[config.mk]
export PLATFORM = sky130hd
export DESIGN_NAME = fan_pwm_timer_ctrl
export DESIGN_NICKNAME = d
export VERILOG_FILES = /design/src/rtl/fan_pwm_timer_ctrl.sv
export SDC_FILE = /design/constraint.sdc
export NUM_CORES = 1
export LEC_CHECK = 0
export CAP_MARGIN = 30
export CORE_UTILIZATION = 49
export DETAILED_ROUTE_END_ITERATION = 7
export PLACE_DENSITY = 0.78
export SLEW_MARGIN = 20
export SYNTH_ARGS = -nofsm -noshare
export SYNTH_HDL_FRONTEND = slang
export SYNTH_SLANG_ARGS = --single-unit
[constraint.sdc]
create_clock -name i_clk -period 2.9 [get_ports i_clk]
set_clock_uncertainty 0.2 [all_clocks]
set_input_delay 0.435 -clock i_clk [delete_from_list [all_inputs] [get_ports i_clk]]
set_output_delay 0.435 -clock i_clk [all_outputs]
set_load 0.05 [all_outputs]
[src/rtl/fan_pwm_timer_ctrl.sv]
// Fan controller: N-level speed FSM, duty ramp, period-latched PWM and auto-off countdown timer.
// Define SOFT_START_EN for the stepped duty ramp; otherwise ramp duty follows the level target.
module fan_pwm_timer_ctrl #(
  parameter int unsigned PWM_BITS      = 10,
  parameter int unsigned N_SPEEDS      = 3,
  parameter int unsigned DUTY_STEP     = 256,
  parameter int unsigned RAMP_DIV      = 1000,
  parameter int unsigned RAMP_STEP     = 32,
  parameter int unsigned TIME_UNIT_CYC = 1000000,
  parameter int unsigned TIME_W        = 5,
  parameter int unsigned TIME_STEP     = 5,
  parameter int unsigned MAX_TIME      = 30
) (
  input  logic                i_clk,
  input  logic                i_reset,
  input  logic                i_btn_up,
  input  logic                i_btn_down,
  input  logic                i_btn_off,
  input  logic                i_btn_time_plus,
  input  logic                i_btn_time_minus,
  input  logic                i_timer_mode,
  output logic                o_pwm,
  output logic [2:0]          o_level,
  output logic [N_SPEEDS:0]   o_led,
  output logic [TIME_W-1:0]   o_time,
  output logic                o_expired
);

  localparam int unsigned UnitW = (TIME_UNIT_CYC > 1) ? $clog2(TIME_UNIT_CYC) : 1;

  if (N_SPEEDS < 1 || N_SPEEDS > 7) begin : g_bad_speeds
    $error("N_SPEEDS must be in 1..7");
  end
  if (N_SPEEDS * DUTY_STEP > (2 ** PWM_BITS) - 1) begin : g_bad_duty
    $error("N_SPEEDS*DUTY_STEP exceeds the PWM range");
  end
  if (MAX_TIME >= 2 ** TIME_W) begin : g_bad_time
    $error("MAX_TIME does not fit in TIME_W bits");
  end
  if (RAMP_DIV < 1 || RAMP_STEP < 1 || TIME_UNIT_CYC < 1) begin : g_bad_div
    $error("RAMP_DIV, RAMP_STEP and TIME_UNIT_CYC must be non-zero");
  end

  typedef enum logic [0:0] {StOff, StRun} state_e;

  state_e              state_q, state_d;
  logic [2:0]          level_q, level_d;
  logic [TIME_W-1:0]   time_q, time_d;
  logic [UnitW-1:0]    unit_q, unit_d;
  logic                expired_q, expired_d;
  logic [PWM_BITS-1:0] ramp_q, ramp_d;
  logic [PWM_BITS-1:0] active_q, active_d;
  logic [PWM_BITS-1:0] pwm_cnt_q, pwm_cnt_d;
  logic                pwm_q, pwm_d;

  logic                time_set;
  logic                cnt_running;
  logic                unit_tick;
  logic                expire;
  logic [PWM_BITS-1:0] target;
  logic [PWM_BITS-1:0] duty_now;
  logic [31:0]         time_sum;
  logic [TIME_W-1:0]   time_up;
  logic [TIME_W-1:0]   time_dn;

  // Simultaneous plus and minus cancel each other out.
  assign time_set    = i_btn_time_plus ^ i_btn_time_minus;
  assign cnt_running = i_timer_mode && (level_q != 3'd0) && (time_q != '0);
  assign unit_tick   = cnt_running && !time_set && (unit_q == UnitW'(TIME_UNIT_CYC - 1));
  assign expire      = unit_tick && !i_btn_off && (time_q == TIME_W'(1));
  assign target      = PWM_BITS'(32'(level_q) * DUTY_STEP);

  assign time_sum = 32'(time_q) + TIME_STEP;
  assign time_up  = (time_sum > MAX_TIME) ? TIME_W'(MAX_TIME) : TIME_W'(time_sum);
  assign time_dn  = (32'(time_q) > TIME_STEP) ? TIME_W'(32'(time_q) - TIME_STEP) : '0;

  always_comb begin
    state_d = state_q;
    level_d = level_q;
    if (i_btn_off || expire) begin
      state_d = StOff;
      level_d = 3'd0;
    end else if (i_btn_up) begin
      state_d = StRun;
      if (32'(level_q) < N_SPEEDS) begin
        level_d = level_q + 3'd1;
      end
    end else if (i_btn_down) begin
      case (state_q)
        StRun: begin
          if (level_q == 3'd1) begin
            state_d = StOff;
            level_d = 3'd0;
          end else begin
            level_d = level_q - 3'd1;
          end
        end
        default: begin
          state_d = StOff;
        end
      endcase
    end
  end

  always_comb begin
    time_d    = time_q;
    unit_d    = '0;
    expired_d = expire;
    if (i_btn_off) begin
      time_d = '0;
    end else if (time_set) begin
      time_d = i_btn_time_plus ? time_up : time_dn;
    end else if (unit_tick) begin
      time_d = time_q - TIME_W'(1);
    end else if (cnt_running) begin
      unit_d = unit_q + UnitW'(1);
    end
  end

`ifdef SOFT_START_EN
  localparam int unsigned DivW = (RAMP_DIV > 1) ? $clog2(RAMP_DIV) : 1;

  logic [DivW-1:0] div_q, div_d;
  logic            ramp_tick;

  // Free-running prescaler; commands never restart it.
  assign ramp_tick = (div_q == DivW'(RAMP_DIV - 1));
  assign div_d     = ramp_tick ? '0 : div_q + DivW'(1);

  always_ff @(posedge i_clk or negedge i_reset) begin
    if (!i_reset) begin
      div_q <= '0;
    end else begin
      div_q <= div_d;
    end
  end

  always_comb begin
    ramp_d = ramp_q;
    if (i_btn_off) begin
      ramp_d = '0;
    end else if (ramp_tick) begin
      if (ramp_q < target) begin
        ramp_d = (32'(target) - 32'(ramp_q) > RAMP_STEP) ?
                 PWM_BITS'(32'(ramp_q) + RAMP_STEP) : target;
      end else if (ramp_q > target) begin
        ramp_d = (32'(ramp_q) - 32'(target) > RAMP_STEP) ?
                 PWM_BITS'(32'(ramp_q) - RAMP_STEP) : target;
      end
    end
  end
`else
  always_comb begin
    ramp_d = target;
    if (i_btn_off) begin
      ramp_d = '0;
    end
  end
`endif

  // New duty takes effect only at the period start so no pulse is cut short.
  always_comb begin
    duty_now  = (pwm_cnt_q == '0) ? ramp_q : active_q;
    active_d  = duty_now;
    pwm_cnt_d = pwm_cnt_q + PWM_BITS'(1);
    pwm_d     = (pwm_cnt_q < duty_now);
  end

  always_ff @(posedge i_clk or negedge i_reset) begin
    if (!i_reset) begin
      state_q   <= StOff;
      level_q   <= 3'd0;
      time_q    <= '0;
      unit_q    <= '0;
      expired_q <= 1'b0;
      ramp_q    <= '0;
      active_q  <= '0;
      pwm_cnt_q <= '0;
      pwm_q     <= 1'b0;
    end else begin
      state_q   <= state_d;
      level_q   <= level_d;
      time_q    <= time_d;
      unit_q    <= unit_d;
      expired_q <= expired_d;
      ramp_q    <= ramp_d;
      active_q  <= active_d;
      pwm_cnt_q <= pwm_cnt_d;
      pwm_q     <= pwm_d;
    end
  end

  always_comb begin
    o_led = '0;
    for (int unsigned k = 0; k <= N_SPEEDS; k++) begin
      o_led[k] = (32'(level_q) == k);
    end
  end

  assign o_pwm     = pwm_q;
  assign o_level   = level_q;
  assign o_time    = time_q;
  assign o_expired = expired_q;

endmodule

=== After elaboration in Yosys (flattened, before gate mapping) ===
Index checks and enable logic that the tools add are counted.

* Muxes and demuxes: 23
* Bitwise operators: 1
* Magnitude comparators: 4
* Add/sub/neg operators: 7
* Equality and inequality tests: 6
* Reduce and logical (&&, ||, !) cells: 17

{| class="wikitable"
|+ Operators with widths
! operator !! number
|-
| 20-bit 2-to-1 mux || 4
|-
| 5-bit 2-to-1 mux || 6
|-
| 20-bit by 1-bit adder with 20-bit output (second input constant) || 1
|-
| 20-bit == test (second input constant) || 1
|-
| 10-bit 2-to-1 mux || 2
|-
| 3-bit 2-to-1 mux || 6
|-
| 3-bit nonzero test || 4
|-
| 10-bit by 1-bit adder with 10-bit output (second input constant) || 1
|-
| 10-bit logical NOT || 1
|-
| 10-bit < comparator || 1
|-
| 5-bit by 3-bit adder with 6-bit output (second input constant) || 1
|-
| 3-bit by 2-bit == test with 1-bit output (second input constant) || 2
|-
| 6-bit by 5-bit greater-than comparator with 1-bit output (second input constant) || 1
|-
| 1-bit logical AND || 6
|-
| 5-bit by 1-bit == test with 1-bit output (second input constant) || 1
|-
| 5-bit by 3-bit greater-than comparator with 1-bit output (second input constant) || 1
|-
| 1-bit 2-to-1 mux || 5
|-
| 5-bit nonzero test || 1
|-
| 5-bit by 1-bit subtractor with 5-bit output (second input constant) || 1
|-
| 5-bit by 3-bit subtractor with 5-bit output (second input constant) || 1
|-
| 3-bit by 1-bit adder with 3-bit output (second input constant) || 1
|-
| 3-bit by 1-bit == test with 1-bit output (second input constant) || 1
|-
| 3-bit logical NOT || 1
|-
| 3-bit by 2-bit < comparator with 1-bit output (second input constant) || 1
|-
| 6 further kinds || 7
|}

* Bits of input ports: 8
* Flip-flop bits (word level): 61
* Output and inout port bits: 14

=== Longest topological paths before layout ===
* Depth in word-level cells: 10
* Depth in mapped cells: 11
* Mapped depth without buffers: 10

=== Least setup slack after synthesis ===
No wires, ideal clock.

* Path type: reg-to-reg
* Start: reg level_q[0] (netlist: o_level[0])
* End: reg time_q[3] (netlist: o_time[3])
* Arrival: 2.467 ns
* Required time: 2.581 ns
* Cell stages (with the launch flop): 8
* Clock period less this slack: 2.786 ns
* Setup time: 0.119 ns
* Setup slack: 0.114 ns
* Cell sequence: dfrtp_1 inv_1 ha_1 nor2b_1 a2111oi_4 a31oi_1 a21oi_1 o21a_1

* Cells in the longest elaborated chain, start to end: 6

{| class="wikitable"
|+ Ends and longest elaborated chain
! element !! RTL line !! source
|-
| start: declaration || 47 || <nowiki>logic [2:0] level_q, level_d;</nowiki>
|-
| start signal: assignment || 182 || <nowiki>level_q <= level_d;</nowiki>
|-
| 3-bit nonzero test || 68 || <nowiki>assign cnt_running = i_timer_mode && (level_q != 3'd0) && (time_q != '0);</nowiki>
|-
| 1-bit logical AND (2 in a row) || 68 ||
|-
| 1-bit logical AND (2 in a row) || 69 || <nowiki>assign unit_tick = cnt_running && !time_set && (unit_q == UnitW'(TIME_UNIT_CYC - 1));</nowiki>
|-
| 3-bit nonzero test (no line) || - ||
|-
| end signal: assignment || 183 || <nowiki>time_q <= time_d;</nowiki>
|-
| end: declaration || 48 || <nowiki>logic [TIME_W-1:0] time_q, time_d;</nowiki>
|}

No other way between the ends.
A chain may end at the register's enable or synchronous reset.

=== Final worst setup path ===
* Start: reg level_q[0] (netlist: o_level[0])
* End: out o_led[2]

* Cells in the longest elaborated chain, start to end: 1

{| class="wikitable"
|+ Ends and longest elaborated chain
! element !! RTL line !! source
|-
| 3-bit by 2-bit == test with 1-bit output || 196 || <nowiki>o_led[k] = (32'(level_q) == k);</nowiki>
|-
| end: declaration || 24 || <nowiki>output logic [N_SPEEDS:0] o_led,</nowiki>
|}

No other way between the ends.

==> results.cfg <==
[run_status]
outcome = finished clean

[clock_tree]
numCtsBuffers = 5
post_cts_buffers = 0
cts_sinks = 53
h-tree-depth = 2
cts_max_path_buffers = 2
clk_pin_slew_ns = 0.10
cts_tree = yes
clock_latency_ns = 0.31
cts_root_buf = clkbuf_8

[floorplan]
fp.coreArea_mm2 = 0.00603
fp-row-count = 28
start_util_pct = 51.9
boundaryPins = 22
fp.dieH_um = 81.9
die-area_mm2 = 0.00670
die_w_um = 81.9

[pwr]
p_leak_nw = 1.63
combPwrFrac_pct = 26.1
p_seq_share_pct = 48.2
totalPowerFinal_mw = 1.65
p_int_mw = 1.09
netSwitchingFraction_pct = 33.9
ir_drop_mv = 0.374
p_clk_share_pct = 25.8
p_sw_uw = 559
power.density_mw_per_mm2 = 466

[critical_path]
crit_path_max_fanout = 7
cp_cell_sequence = inv_1 > ha_1 > nor2b_1 > clkdlybuf4s50_1
rr_startpoint = pwm_cnt_q[6]
end_kind = output port
cp_slowest_cell = clkdlybuf4s50_1
cp_data_arrival_time_ns = 2.08
ff2ff_setup_slack_ns = 0.37
r2r_cells = 10
worstSetupStartpointType = flip-flop
cp-startpoint = o_level[0]
timing.rr.end = o_pwm
cpPeakStageDelay_ns = 0.81
crit_type = reg -> out
cp.required_ns = 2.27

[grt]
first_global_vias = 2287
grt_busiest_layer = met2
met3_usage_pct = 5.11
antenna_found_initial = 0
met2_usage_pct = 32.2
grt_pass1_wl_mm = 10.3
grt_use_met1_pct = 26.8
gr-usage-all-layers_pct = 20.3
grt_max_degree = 31
grt.overflow.total = 0

[yosys]
synth_most_common_cell = dfrtp_1
synth-edff-count = 0
synth.avg_cell_area_um2 = 9.36
ys_warn_count = 0
ys_seq_elements = 53
synth_top_area_cell = dfrtp_1
syn_inst = 334
synthesis.area_mm2 = 0.00313
synthArstFlopShare_pct = 100
netlist_top_cells_area = dfrtp_1 (42%), ha_1 (8.8%), nor2_1 (5.0%)
yosysUniqueCellTypes = 49
ys_seq_area_share_pct = 42.4
synth_nets = 364
synthFlopType = dfrtp_1
synth_top_area_share_pct = 42.4
synthTopCellsByCount = dfrtp_1 (53), nor2_1 (42), inv_1 (27), nand2_1 (24), ha_1 (22)

[finish]
diodes = 0
drive_above_1_share_pct = 6.65
layoutNonFillerInstCount = 436
nets = 390
fillers = 530
postLayoutCoreUtil_pct = 58.6
areaGrowthSynthToFinish_pct = 13.0

[route]
routedWlPerCell_um = 14.2
vias_per_cell = 5.50
firstDrtPassIters = 4
drt_iter0_drc = 164
drc_errors = 0
finalWirelength_mm = 6.18
antenna_left = 0
dr_total_vias = 2397

[timing]
slew_headroom_pct = 57.4
fin_crit_ns = 2.71
fin_crit_sh_pct = 93.5
slew_viol_final = 0
grt_setup_unrepaired = no
tns_ns = 0
fmax_mhz = 369
setup_viol = 0
hold_viol = 0
max_slew.worst_pin.slew_ns = 0.638
whs_ns = 0.275

[worst_hold_path]
holdPathEnd = active_q[3]
hp-start = active_q[3]
hold_class = reg -> reg
worstHoldPathCells = 2

[placement]
dp.cells = 427
dp_hpwl_mm = 4.64
gp_congestion = 0.841
port_buffers = 21

[run]
max_cap_violations = 0
-- metal layers --
layer	wire length (µm)	share of wire, %
met3	181	2.9
met1	2990	48
met4	82	1.3
met5	0	0
met2	2930	47
-- cell usage in the layout (no fill, tap or decap), types with 11 or more instances in the layout --
master and count:
xnor2_1 18, buf_4 11, dfrtp_1 53, xor2_1 11, nand2_1 24, nand3_1 15, inv_1 27, a21oi_1 11
clkdlybuf4s50_1 18, ha_1 22, nor2_1 42
-- worst max-delay path by stage --
stage | depth (start not counted) | end
2_1_floorplan | 7 | o_time[3]
3_3_place_gp | 4 | o_led[0]
3_5_place_dp | 6 | unit_q[8]
4_1_cts | 4 | o_led[2]
5_1_grt | 4 | o_led[2]
6_report | 4 | o_led[2]
-- metrics by stage --
| stage | cell area, µm² | setup slack (ns) |
|---|---|---|
| after floorplan | 3130 | 0.114 |
| after global placement | 3430 | 0.326 |
| after detailed placement | 3430 | 0.221 |
| after CTS | 3530 | 0.173 |
| after global routing | 3530 | 0.0765 |
| final | 3530 | 0.189 |
-- repair_timing --
item / in CTS / in global routing
hold buffers: 1 / 0
endpoints found under the setup margin: 2 / 0
endpoints found under the hold margin: 28 / 0
resized for setup: 2 / 0
-- power groups by stage --
stage	Clock [mW]	Combinational (mW)	Sequential, mW
after floorplan	0	0.246	0.856
after global placement	0	0.422	0.807
after detailed placement	0	0.431	0.807
after CTS	0.434	0.430	0.793
after global routing	0.469	0.468	0.799
final	0.424	0.429	0.793
-- state kept, by name (all words and copies together), names as in the netlist --
name / count
active_q: 10
o_expired: 1
o_level: 3
o_pwm: 1
o_time: 5
pwm_cnt_q: 10
ramp_q: 2
state_q: 1
unit_q: 20
-- final cells by class --
| class | count | area (µm²) | area share [%] |
|---|---|---|---|
| clock buffers | 5 | 68.8 | 1.95 |
| multi-input cells | 240 | 1620 | 46.0 |
| clock inverters | 3 | 22.5 | 0.638 |
| inverters | 27 | 101 | 2.87 |
| flip-flops and latches | 53 | 1330 | 37.6 |
| repair buffers | 33 | 295 | 8.36 |
| well taps | 75 | 93.8 | 2.66 |
-- worst max-delay path, delay by kind of cell, from the launching register on --
| kind | cells | cell delay, ns |
|---|---|---|
| flip-flops | 1 | 0.48 |
| AND/OR/NAND/NOR | 1 | 0.13 |
| buffers and inverters | 2 | 0.98 |
| adder cells (fa/ha/maj) | 1 | 0.16 |
-- cells by family after synthesis --
| logic type | count (synthesis) | synth area share (%) |
|---|---|---|
| compound gates | 49 | 11.1 |
| xor+xnor | 30 | 8.65 |
| simple gates | 131 | 20.8 |
| fa+ha+maj | 23 | 9.13 |
| buf+inv | 41 | 5.64 |
| mux | 7 | 2.24 |
| flops | 53 | 42.4 |
Note: power is estimated with default switching activity, not from simulation.
